**src/rtl/nec_ir_encoder_if.sv**
```systemverilog
// Request/status bundle between a key source and the NEC IR frame encoder.
interface nec_ir_encoder_if;
    logic       send_req;
    logic [7:0] key_code;
    logic       key_hold;
    logic       busy;
    logic       frame_done;
    logic       inf_out;

    modport master (
        output send_req, key_code, key_hold,
        input  busy, frame_done, inf_out
    );

    modport slave (
        input  send_req, key_code, key_hold,
        output busy, frame_done, inf_out
    );
endinterface

```
**src/rtl/nec_ir_encoder.sv**
```systemverilog
// NEC IR frame generator: leader, {~key,key,~ADDR,ADDR} LSB first, stop mark, repeat frames while held.
// Build option IR_CARRIER_EN: marks become a 38 kHz carrier (1/3 duty) for direct IR LED drive.
module nec_ir_encoder #(
    parameter int unsigned CLK_FREQ_HZ      = 50_000_000,
    parameter logic [7:0]  ADDR             = 8'h12,
    parameter int unsigned REPEAT_PERIOD_US = 108000,
    parameter int unsigned HOLDOFF_US       = 125000,
    parameter int unsigned LEAD_MARK_US     = 9000,
    parameter int unsigned LEAD_SPACE_US    = 4500,
    parameter int unsigned REP_SPACE_US     = 2250,
    parameter int unsigned MARK_US          = 560,
    parameter int unsigned ZERO_SPACE_US    = 560,
    parameter int unsigned ONE_SPACE_US     = 1690
) (
    input  logic            sys_clk,
    input  logic            sys_rst_n,
    nec_ir_encoder_if.slave ir
);
    function automatic int unsigned umax(input int unsigned a, input int unsigned b);
        return (a > b) ? a : b;
    endfunction

    localparam int unsigned TICK_DIV = CLK_FREQ_HZ / 1_000_000;
    localparam int unsigned PRE_W    = (TICK_DIV > 1) ? $clog2(TICK_DIV) : 1;
    localparam int unsigned SEG_MAX  = umax(umax(LEAD_MARK_US, LEAD_SPACE_US),
                                            umax(umax(REP_SPACE_US, MARK_US),
                                                 umax(ZERO_SPACE_US, ONE_SPACE_US)));
    localparam int unsigned SEG_W    = $clog2(SEG_MAX + 1);
    localparam int unsigned FRAME_W  = $clog2(HOLDOFF_US + 1);
    localparam int unsigned BIT_W    = 6;
`ifdef IR_CARRIER_EN
    localparam int unsigned CAR_P    = (CLK_FREQ_HZ + 19_000) / 38_000;
    localparam int unsigned CAR_HI   = (CAR_P + 1) / 3;
    localparam int unsigned CAR_W    = (CAR_P > 1) ? $clog2(CAR_P) : 1;
    localparam logic        INF_RST  = 1'b0;
`else
    localparam logic        INF_RST  = 1'b1;
`endif

    typedef enum logic [3:0] {
        S_IDLE, S_LEAD_MARK, S_LEAD_SPACE, S_BIT_MARK, S_BIT_SPACE, S_STOP_MARK,
        S_GAP, S_REP_MARK, S_REP_SPACE, S_REP_STOP, S_HOLDOFF
    } state_e;

    state_e               state_q, state_d;
    logic [PRE_W-1:0]     pre_q, pre_d;
    logic [SEG_W-1:0]     seg_us_q, seg_us_d;
    logic [FRAME_W-1:0]   frame_us_q, frame_us_d;
    logic [BIT_W-1:0]     bit_cnt_q, bit_cnt_d;
    logic [7:0]           key_q, key_d;
    logic                 busy_q, busy_d;
    logic                 frame_done_q, frame_done_d;
    logic                 inf_out_q, inf_out_d;
`ifdef IR_CARRIER_EN
    logic [CAR_W-1:0]     car_cnt_q, car_cnt_d;
`endif

    logic                 tick_c;
    logic                 timed_c;
    logic                 seg_end_c;
    logic                 frame_clr_c;
    logic                 mark_c;
    logic [SEG_W-1:0]     seg_last_c;
    logic [31:0]          word_c;
    logic                 bit_val_c;

    assign tick_c    = (pre_q == PRE_W'(TICK_DIV - 1));
    assign word_c    = {~key_q, key_q, ~ADDR, ADDR};
    assign bit_val_c = word_c[bit_cnt_q[4:0]];

    // Last µs index of the current timed segment; GAP/HOLDOFF/IDLE run off frame_us instead.
    always_comb begin
        seg_last_c = '0;
        timed_c    = 1'b1;
        case (state_q)
            S_LEAD_MARK, S_REP_MARK:             seg_last_c = SEG_W'(LEAD_MARK_US - 1);
            S_LEAD_SPACE:                        seg_last_c = SEG_W'(LEAD_SPACE_US - 1);
            S_BIT_MARK, S_STOP_MARK, S_REP_STOP: seg_last_c = SEG_W'(MARK_US - 1);
            S_BIT_SPACE:                         seg_last_c = bit_val_c ? SEG_W'(ONE_SPACE_US - 1)
                                                                        : SEG_W'(ZERO_SPACE_US - 1);
            S_REP_SPACE:                         seg_last_c = SEG_W'(REP_SPACE_US - 1);
            default:                             timed_c    = 1'b0;
        endcase
    end

    assign seg_end_c = tick_c && timed_c && (seg_us_q == seg_last_c);

    // State register and all datapath registers.
    always_ff @(posedge sys_clk or negedge sys_rst_n) begin
        if (!sys_rst_n) begin
            state_q      <= S_IDLE;
            pre_q        <= '0;
            seg_us_q     <= '0;
            frame_us_q   <= '0;
            bit_cnt_q    <= '0;
            key_q        <= '0;
            busy_q       <= 1'b0;
            frame_done_q <= 1'b0;
            inf_out_q    <= INF_RST;
`ifdef IR_CARRIER_EN
            car_cnt_q    <= '0;
`endif
        end else begin
            state_q      <= state_d;
            pre_q        <= pre_d;
            seg_us_q     <= seg_us_d;
            frame_us_q   <= frame_us_d;
            bit_cnt_q    <= bit_cnt_d;
            key_q        <= key_d;
            busy_q       <= busy_d;
            frame_done_q <= frame_done_d;
            inf_out_q    <= inf_out_d;
`ifdef IR_CARRIER_EN
            car_cnt_q    <= car_cnt_d;
`endif
        end
    end

    // Next-state and counter logic.
    always_comb begin
        state_d     = state_q;
        bit_cnt_d   = bit_cnt_q;
        key_d       = key_q;
        frame_clr_c = 1'b0;

        case (state_q)
            S_IDLE: begin
                if (ir.send_req) begin
                    key_d       = ir.key_code;
                    frame_clr_c = 1'b1;
                    state_d     = S_LEAD_MARK;
                end
            end
            S_LEAD_MARK:  if (seg_end_c) state_d = S_LEAD_SPACE;
            S_LEAD_SPACE: begin
                if (seg_end_c) begin
                    bit_cnt_d = '0;
                    state_d   = S_BIT_MARK;
                end
            end
            S_BIT_MARK:   if (seg_end_c) state_d = S_BIT_SPACE;
            S_BIT_SPACE: begin
                if (seg_end_c) begin
                    if (bit_cnt_q == BIT_W'(31)) begin
                        state_d = S_STOP_MARK;
                    end else begin
                        bit_cnt_d = bit_cnt_q + BIT_W'(1);
                        state_d   = S_BIT_MARK;
                    end
                end
            end
            S_STOP_MARK:  if (seg_end_c) state_d = S_GAP;
            S_GAP: begin
                if (tick_c && (frame_us_q == FRAME_W'(REPEAT_PERIOD_US - 1))) begin
                    if (ir.key_hold) begin
                        frame_clr_c = 1'b1;
                        state_d     = S_REP_MARK;
                    end else begin
                        state_d     = S_HOLDOFF;
                    end
                end
            end
            S_REP_MARK:   if (seg_end_c) state_d = S_REP_SPACE;
            S_REP_SPACE:  if (seg_end_c) state_d = S_REP_STOP;
            S_REP_STOP:   if (seg_end_c) state_d = S_GAP;
            S_HOLDOFF: begin
                if (tick_c && (frame_us_q == FRAME_W'(HOLDOFF_US - 1))) state_d = S_IDLE;
            end
            default:      state_d = S_IDLE;
        endcase

        // Prescaler is parked in IDLE so the leader lasts exactly N ticks from acceptance.
        if (state_q == S_IDLE)  pre_d = '0;
        else if (tick_c)        pre_d = '0;
        else                    pre_d = pre_q + PRE_W'(1);

        if (state_d != state_q)      seg_us_d = '0;
        else if (tick_c && timed_c)  seg_us_d = seg_us_q + SEG_W'(1);
        else                         seg_us_d = seg_us_q;

        if (frame_clr_c)                                          frame_us_d = '0;
        else if (tick_c && (frame_us_q != FRAME_W'(HOLDOFF_US)))  frame_us_d = frame_us_q + FRAME_W'(1);
        else                                                      frame_us_d = frame_us_q;
    end

    // Output logic, registered from the next state so the line moves on the entering edge.
    always_comb begin
        busy_d       = (state_d != S_IDLE);
        frame_done_d = ((state_q == S_STOP_MARK) || (state_q == S_REP_STOP)) && (state_d == S_GAP);
        mark_c       = 1'b0;
        case (state_d)
            S_LEAD_MARK, S_BIT_MARK, S_STOP_MARK, S_REP_MARK, S_REP_STOP: mark_c = 1'b1;
            default:                                                      mark_c = 1'b0;
        endcase
`ifdef IR_CARRIER_EN
        if ((state_d != state_q) || (car_cnt_q == CAR_W'(CAR_P - 1))) car_cnt_d = '0;
        else                                                          car_cnt_d = car_cnt_q + CAR_W'(1);
        inf_out_d = mark_c && (car_cnt_d < CAR_W'(CAR_HI));
`else
        inf_out_d = ~mark_c;
`endif
    end

    assign ir.busy       = busy_q;
    assign ir.frame_done = frame_done_q;
    assign ir.inf_out    = inf_out_q;
endmodule
```
**src/flat_wrapper.sv**
```systemverilog
// flat-port wrapper written by rule: the top's interface ports become plain ports
module nec_ir_encoder_flat 
#(
    parameter int unsigned CLK_FREQ_HZ      = 50_000_000,
    parameter logic [7:0]  ADDR             = 8'h12,
    parameter int unsigned REPEAT_PERIOD_US = 108000,
    parameter int unsigned HOLDOFF_US       = 125000,
    parameter int unsigned LEAD_MARK_US     = 9000,
    parameter int unsigned LEAD_SPACE_US    = 4500,
    parameter int unsigned REP_SPACE_US     = 2250,
    parameter int unsigned MARK_US          = 560,
    parameter int unsigned ZERO_SPACE_US    = 560,
    parameter int unsigned ONE_SPACE_US     = 1690
)
  (sys_clk, sys_rst_n, ir_send_req, ir_key_code, ir_key_hold, ir_busy, ir_frame_done, ir_inf_out);
  nec_ir_encoder_if ir_i ();
  input  logic sys_clk;
  input  logic sys_rst_n;
  input wire logic [$bits(ir_i.send_req)-1:0] ir_send_req;
  input wire logic [$bits(ir_i.key_code)-1:0] ir_key_code;
  input wire logic [$bits(ir_i.key_hold)-1:0] ir_key_hold;
  output wire logic [$bits(ir_i.busy)-1:0] ir_busy;
  output wire logic [$bits(ir_i.frame_done)-1:0] ir_frame_done;
  output wire logic [$bits(ir_i.inf_out)-1:0] ir_inf_out;
  assign ir_i.send_req = ir_send_req;
  assign ir_i.key_code = ir_key_code;
  assign ir_i.key_hold = ir_key_hold;
  assign ir_busy = ir_i.busy;
  assign ir_frame_done = ir_i.frame_done;
  assign ir_inf_out = ir_i.inf_out;
  nec_ir_encoder #(.CLK_FREQ_HZ(CLK_FREQ_HZ), .ADDR(ADDR), .REPEAT_PERIOD_US(REPEAT_PERIOD_US), .HOLDOFF_US(HOLDOFF_US), .LEAD_MARK_US(LEAD_MARK_US), .LEAD_SPACE_US(LEAD_SPACE_US), .REP_SPACE_US(REP_SPACE_US), .MARK_US(MARK_US), .ZERO_SPACE_US(ZERO_SPACE_US), .ONE_SPACE_US(ONE_SPACE_US)) u_core (.sys_clk(sys_clk), .sys_rst_n(sys_rst_n), .ir(ir_i));
endmodule
```
**config.mk**
```make
export PLATFORM = sky130hd
export DESIGN_NAME = nec_ir_encoder_flat
export DESIGN_NICKNAME = d
export VERILOG_FILES = /design/src/rtl/nec_ir_encoder_if.sv /design/src/rtl/nec_ir_encoder.sv /design/src/flat_wrapper.sv
export SDC_FILE = /design/constraint.sdc
export NUM_CORES = 1
export LEC_CHECK = 0
export CELL_PAD_IN_SITES_DETAIL_PLACEMENT = 0
export CELL_PAD_IN_SITES_GLOBAL_PLACEMENT = 1
export CORE_AREA = 2 2 64 126
export DETAILED_ROUTE_END_ITERATION = 16
export DIE_AREA = 0 0 66 128
export HOLD_SLACK_MARGIN = 0.05
export PLACE_DENSITY_LB_ADDON = 0.1
export SLEW_MARGIN = 0
export SYNTH_ARGS = -nofsm -noshare
export SYNTH_HDL_FRONTEND = slang
export SYNTH_SLANG_ARGS = --single-unit
```
**constraint.sdc**
```tcl
create_clock -name sys_clk -period 5.1 [get_ports sys_clk]
set_input_delay 1.02 -clock sys_clk [delete_from_list [all_inputs] [get_ports sys_clk]]
set_output_delay 1.02 -clock sys_clk [all_outputs]
set_load 0.01 [all_outputs]
```
# Word-level counts from Yosys, hierarchy flattened
# Cells that the tools add are included.
[classes]
bitwise = 2
n_mux = 33
eq_ne = 26
add_sub_neg = 4
n_reduce_logical = 19
n_lt_le_gt_ge = 1
[ops]
columns = ["cell", "count"]
rows = [
  ["case mux 14 bit (5 select lines)", 1],
  ["2-to-1 mux 4 bit", 11],
  ["case mux 4 bit (10 select lines)", 1],
  ["equality test 17 bit (second input constant)", 2],
  ["2-to-1 mux 17 bit", 2],
  ["2-to-1 mux 6 bit", 5],
  ["equality test 4 x 3 -> 1 bit (second input constant)", 7],
  ["2-to-1 mux 14 bit", 2],
  ["adder 17 x 1 -> 17 bit (second input constant)", 1],
  ["inequality test 17 bit (second input constant)", 1],
  ["equality test 4 bit (second input constant)", 4],
  ["adder 14 x 1 -> 14 bit (second input constant)", 1],
  ["equality test 14 bit", 1],
  ["adder 6 x 1 -> 6 bit (second input constant)", 2],
  ["equality test 4 x 2 -> 1 bit (second input constant)", 3],
  ["case mux 6 bit (2 select lines)", 1],
  ["2-to-1 mux 11 bit", 1],
  ["equality test 4 x 1 -> 1 bit (second input constant)", 2],
  ["inverter 8 bit", 1],
  ["OR reduction 8 bit", 1],
  ["equality test 6 x 5 -> 1 bit (second input constant)", 1],
  ["equality test 6 bit (second input constant)", 1],
  ["logical AND 1 bit", 6],
  ["less-than comparator 5 x 6 -> 1 bit (second input constant)", 1],
  ["17 further kinds", 26],
]
[totals]
ff_bits = 58
output_inout_bits = 3
in_bits = 12
word_cells = 94

# Logic depth before layout (Yosys ltp)
[logic_depth]
depth_word = 13
mapped_depth = 13
ltp_nobuf = 11

# Least setup slack after synthesis
# No wires, ideal clock.
[synth_path]
path_type = "flip-flop to flip-flop"
from = "register u_core.state_q[2]"
to = "register u_core.busy_q, in the netlist u_core.ir.busy"
t_arrival_ns = 2.724
slack_ns = 2.241
stages_incl_launch_ff = 11
required_ns = 4.964
synth_period_minus_slack_ns = 2.859
setup_ns = 0.136
cell_sequence = "dfrtp_1 > buf_2 > or4b_1 > o211ai_1 > o2bb2ai_1 > o21ai_0 > or3_1 > nor4_4 > nor2_1 > a211oi_1 > nand4b_1"
[synth_between]
elab_chain_len = 8
elab_cells_between_ends = 32
cone_classes = "11 x eq/ne; 13 x mux; 8 x reduce/logical"
[synth_rtl]
columns = ["element", "line_no", "rtl"]
rows = [
  ["from (decl)", "nec_ir_encoder.sv:45", "state_e state_q, state_d;"],
  ["from (signal assigned)", "nec_ir_encoder.sv:104", "state_q <= state_d;"],
  ["equality test 4 x 2 -> 1 bit (tied with other cells)", "nec_ir_encoder.sv:75, nec_ir_encoder.sv:126", ""],
  ["OR reduction 3 bit (tied with other cells)", "nec_ir_encoder.sv:75", "case (state_q)"],
  ["case mux 14 bit (5 select lines) / 2-to-1 mux 1 bit (equally long branches)", "nec_ir_encoder.sv:75", ""],
  ["equality test 14 bit / logical AND 1 bit (equally long branches)", "nec_ir_encoder.sv:86", "assign seg_end_c = tick_c && timed_c && (seg_us_q == seg_last_c);"],
  ["logical AND 1 bit", "nec_ir_encoder.sv:86", ""],
  ["2-to-1 mux 4 bit (tied with other cells)", "nec_ir_encoder.sv:152, nec_ir_encoder.sv:165", ""],
  ["case mux 4 bit (10 select lines) *", "nec_ir_encoder.sv:126", "case (state_q)"],
  ["nonzero test 4 bit *", "nec_ir_encoder.sv:188", "busy_d = (state_d != S_IDLE);"],
  ["named net u_core.busy_d", "nec_ir_encoder.sv:51", "logic busy_q, busy_d;"],
  ["to (signal assigned)", "nec_ir_encoder.sv:110", "busy_q <= busy_d;"],
  ["to (decl)", "nec_ir_encoder.sv:51", ""],
]
# Mark *: on every way through the listed nets, which the timed path passes. The rest lies on a longest branch.
# A chain may end at the register's enable or synchronous reset.

# Final worst setup path
# Ends and elaborated chain as after synthesis.

==> results.sh <==
export IMPL_setup_tns_ps=0
export IMPL_grt_pass1_vias=3027
export IMPL_status="finished clean"
export IMPL_path_max_fanout=22
export IMPL_layout_worst_path_cycle_share_pct=76.6
export IMPL_finalClockSkew_ps=9.48
export IMPL_final_ant_viol_nets=0
export IMPL_leakage_nw=1.85
export IMPL_global_route_peak_usage_layer="met2"
export IMPL_ys_seq_elements=58
export IMPL_post_cts_setup_buffer_count=0
export IMPL_multiInputGateArea_um2=2080
export IMPL_syn_instance_count=414
export IMPL_holdCritPathClass="reg2reg"
export IMPL_grt_setup_unrepaired="no"
export IMPL_clock_transition_at_the_register_clock_pins_on_the_worst_setup_and_hold_paths_after_cts_ps=50
export IMPL_floorplan_io_pins=15
export IMPL_origin_of_the_critical_flop_to_flop_path="u_core.state_q[2]$_DFF_PN0_"
export IMPL_ys_async_sr_fraction_pct=100
export IMPL_clock_tree_from_tritoncts="built"
export IMPL_timing_reg2reg_worst_path_depth=9
export IMPL_power_share_switching_pct=19.9
export IMPL_power_internal_mw=0.855
export IMPL_syn_avg_cell_area_um2=8.89
export IMPL_number_of_endpoints_failing_setup_at_the_final_stage=0
export IMPL_tritoncts_num_sinks=58
export IMPL_critPathArrivalTime_ps=4100
export IMPL_worstPathRequired_ps=5290
export IMPL_avgViaCountPerCell=5.79
export IMPL_clock_fmax_mhz=256
export IMPL_synth_cell_types=60
export IMPL_grt_max_degree=59
export IMPL_sequential_group_share_of_total_power_pct=43.2
export IMPL_initial_antenna_violation_count=0
export IMPL_pwr_share_clk_pct=55.1
export IMPL_netSwitchingPower_mw=0.212
export IMPL_power_ir_vdd_worst_mv=0.199
export IMPL_timing_final_crit_period_ps=3910
export IMPL_synthesis_area_um2=3680
export IMPL_place_port_buffers=14
export IMPL_dr_first_iter_drc_count=164
export IMPL_slew_limit_headroom_pct=38.7
export IMPL_routed_wl_um=9130
export IMPL_grt_util_met1_pct=23.2
export IMPL_ys_warnings_count=0
export IMPL_hold_end="u_core.pre_q[0]$_DFF_PN0_"
export IMPL_post_drt_wl_per_cell_um=17.6
export IMPL_remaining_drc_errors=0
export IMPL_critPathLaunchType="register"
export IMPL_first_pass_grt_wire_length_um=14500
export IMPL_vertical_die_dimension_um=128
export IMPL_routability_congestion_estimate=0.850
export IMPL_max_clock_path_buffers=2
export IMPL_clock_root_buffer="clkbuf_16"
export IMPL_die_width_um=66
export IMPL_final_fill_count=719
export IMPL_core_region_area_um2=7540
export IMPL_globalRouteMet3Util_pct=3.51
export IMPL_design_die_area_um2=8450
export IMPL_numCtsBuffers=9
export IMPL_antenna_cells_inserted=0
export IMPL_power_frac_comb_pct=1.7
export IMPL_hold_viol=0
export IMPL_post_cts_resized_instances=0
export IMPL_synth_nets=436
export IMPL_globalRouteTotalUtil_pct=23.1
export IMPL_hold_buffers=0
export IMPL_setup_slack_reg_to_reg_ps=1190
export IMPL_critical_path_endpoint_type="register"
export IMPL_hp_start="u_core.pre_q[0]$_DFF_PN0_"
export IMPL_rows=45
export IMPL_placement_setup_worst_slack_ps=1290
export IMPL_cell_depth_of_the_worst_min_delay_path=1
export IMPL_drive_above_1_share_pct=8.24
export IMPL_ff_latch_area_um2=1450
export IMPL_overflow=0
export IMPL_layout_cells_most_common_list="65 x nor2_1, 57 x dfrtp_1, 35 x nand2_1, 25 x nand3_1, 21 x xnor2_1"
export IMPL_synth_top_flop_cell="dfrtp_1"
export IMPL_drtPass1Iterations=4
export IMPL_layout_commonest_cell="nor2_1"
export IMPL_timing_worst_slew_pin_value_ps=896
export IMPL_floorplan_initialDensity_pct=48.8
export IMPL_use_met2_pct=42.7
export IMPL_dp_hpwl_um=6740
export IMPL_worst_skew_pair_late_latency_ps=330
export IMPL_cts_htree_levels=3
export IMPL_finalWorstSetupSlack_ps=1190
export IMPL_synth_edf_count=0
export IMPL_routed_via_count=3003
export IMPL_final_number_of_max_transition_violations=0
export IMPL_synth_sequential_area_ratio_pct=39.5
export IMPL_flow_area_growth_from_synthesis_pct=12.6
export IMPL_reg2reg_capture_point="u_core.ir.busy$_DFF_PN0_"
export IMPL_maxCapViolCount=0
export IMPL_power_density_nw_per_um2=257
export IMPL_net_total_in_the_final_layout=443
export IMPL_worst_setup_path_type="reg2reg"
## sequential cells by signal, summed over array words and instances (netlist names)
| name | cells |
|---|---|
| u_core.key_q | 8 |
| u_core.ir.frame_done | 1 |
| u_core.frame_us_q | 17 |
| u_core.state_q | 4 |
| u_core.ir.inf_out | 1 |
| u_core.ir.busy | 1 |
| u_core.bit_cnt_q | 6 |
| u_core.pre_q | 6 |
| u_core.seg_us_q | 14 |
## synth_stat cells (2+ instances only)
cell type / number / share of area [%]
nor4_1: 3 / 0.51
mux2_2: 10 / 3.1
mux2i_1: 10 / 2.7
inv_1: 18 / 1.8
clkbuf_1: 9 / 0.92
a211oi_1: 6 / 1.2
nand4_1: 8 / 1.4
buf_1: 3 / 0.31
xnor2_1: 21 / 5.0
nand2_1: 35 / 3.6
nor3b_1: 2 / 0.41
o21a_1: 2 / 0.41
ha_1: 10 / 3.4
or4_1: 2 / 0.41
nor3_1: 7 / 0.95
or2_2: 4 / 0.68
nand3_1: 25 / 3.4
o21ai_0: 11 / 1.5
nor2b_1: 5 / 0.85
nor2_1: 65 / 6.6
xor2_1: 20 / 4.8
or3_1: 7 / 1.2
dfrtp_1: 57 / 39
nand4b_1: 4 / 0.95
a21oi_1: 11 / 1.5
nand2b_1: 7 / 1.2
and3_1: 6 / 1.0
o31ai_1: 4 / 0.82
and2_1: 2 / 0.34
a21o_1: 2 / 0.41
buf_2: 5 / 0.68
o211ai_1: 3 / 0.61
a211o_1: 3 / 0.71
## logic make-up after synthesis
| group | Yosys count | share of synthesized area [%] |
|---|---|---|
| xor+xnor | 41 | 9.76 |
| compound gates | 57 | 10.9 |
| fa+ha+maj | 10 | 3.40 |
| buf+inv | 37 | 4.08 |
| simple gates | 191 | 26.6 |
| flops | 58 | 39.5 |
| mux | 20 | 5.78 |
## worst max-delay path: stages (launching register included)
cell and delay [ps]:
dfrtp_1 770, nor2b_1 330, o21ai_0 230, a2111oi_0 890, o2111ai_1 230, o311a_1 220
nor4_4 490, nor2_1 110, a211oi_1 340, nand4b_1 140
## power groups by stage
stage                     clock network, mW  logic (mW)  registers [mW]
after floorplan                           0    0.000107           0.469
after global placement                    0      0.0181           0.469
after detailed placement                  0      0.0184           0.469
after CTS                             0.600      0.0185           0.461
after global routing                  0.615      0.0202           0.461
final                                 0.588      0.0177           0.461
## worst max-delay path by stage
stage	from	end	slack [ps]	depth (start not counted)
global route	u_core.state_q[2]$_DFF_PN0_	u_core.ir.busy$_DFF_PN0_	850	9
CTS	u_core.state_q[2]$_DFF_PN0_	u_core.ir.busy$_DFF_PN0_	1220	9
floorplan	u_core.state_q[2]$_DFF_PN0_	u_core.ir.busy$_DFF_PN0_	2240	10
global placement	u_core.state_q[2]$_DFF_PN0_	u_core.ir.busy$_DFF_PN0_	1300	9
finish	u_core.state_q[2]$_DFF_PN0_	u_core.ir.busy$_DFF_PN0_	1190	9
detailed placement	u_core.state_q[2]$_DFF_PN0_	u_core.ir.busy$_DFF_PN0_	1290	9
## through the flow
stage	total power [mW]	std cells	hold WS, ps	util [%]	cell area (um2)
2_1_floorplan	0.469	414	461	-	3680
3_3_place_gp	0.487	504	483	51.1	3860
3_5_place_dp	0.487	504	493	51.1	3860
4_1_cts	1.08	519	500	54.9	4140
5_1_grt	1.10	519	513	54.9	4140
6_report	1.07	519	496	54.9	4140
## layout make-up
type                            count  share of cell area (%)
Timing Repair Buffer               15                    3.44
Tap cell                           94                    2.84
Multi-Input combinational cell    319                    50.1
Clock inverter                      3                   0.966
Inverter                           18                    1.63
Sequential cell                    58                    35.1
Clock buffer                       12                    5.95
## per-layer routing
layer | part of all wire (%) | vias up
li1 | - | 1445
met1 | 37 | 1463
met2 | 55 | 63
met3 | 2.6 | 32
met4 | 4.9 | 0
met5 | 0 | -
(Power assumes the default switching activity.)
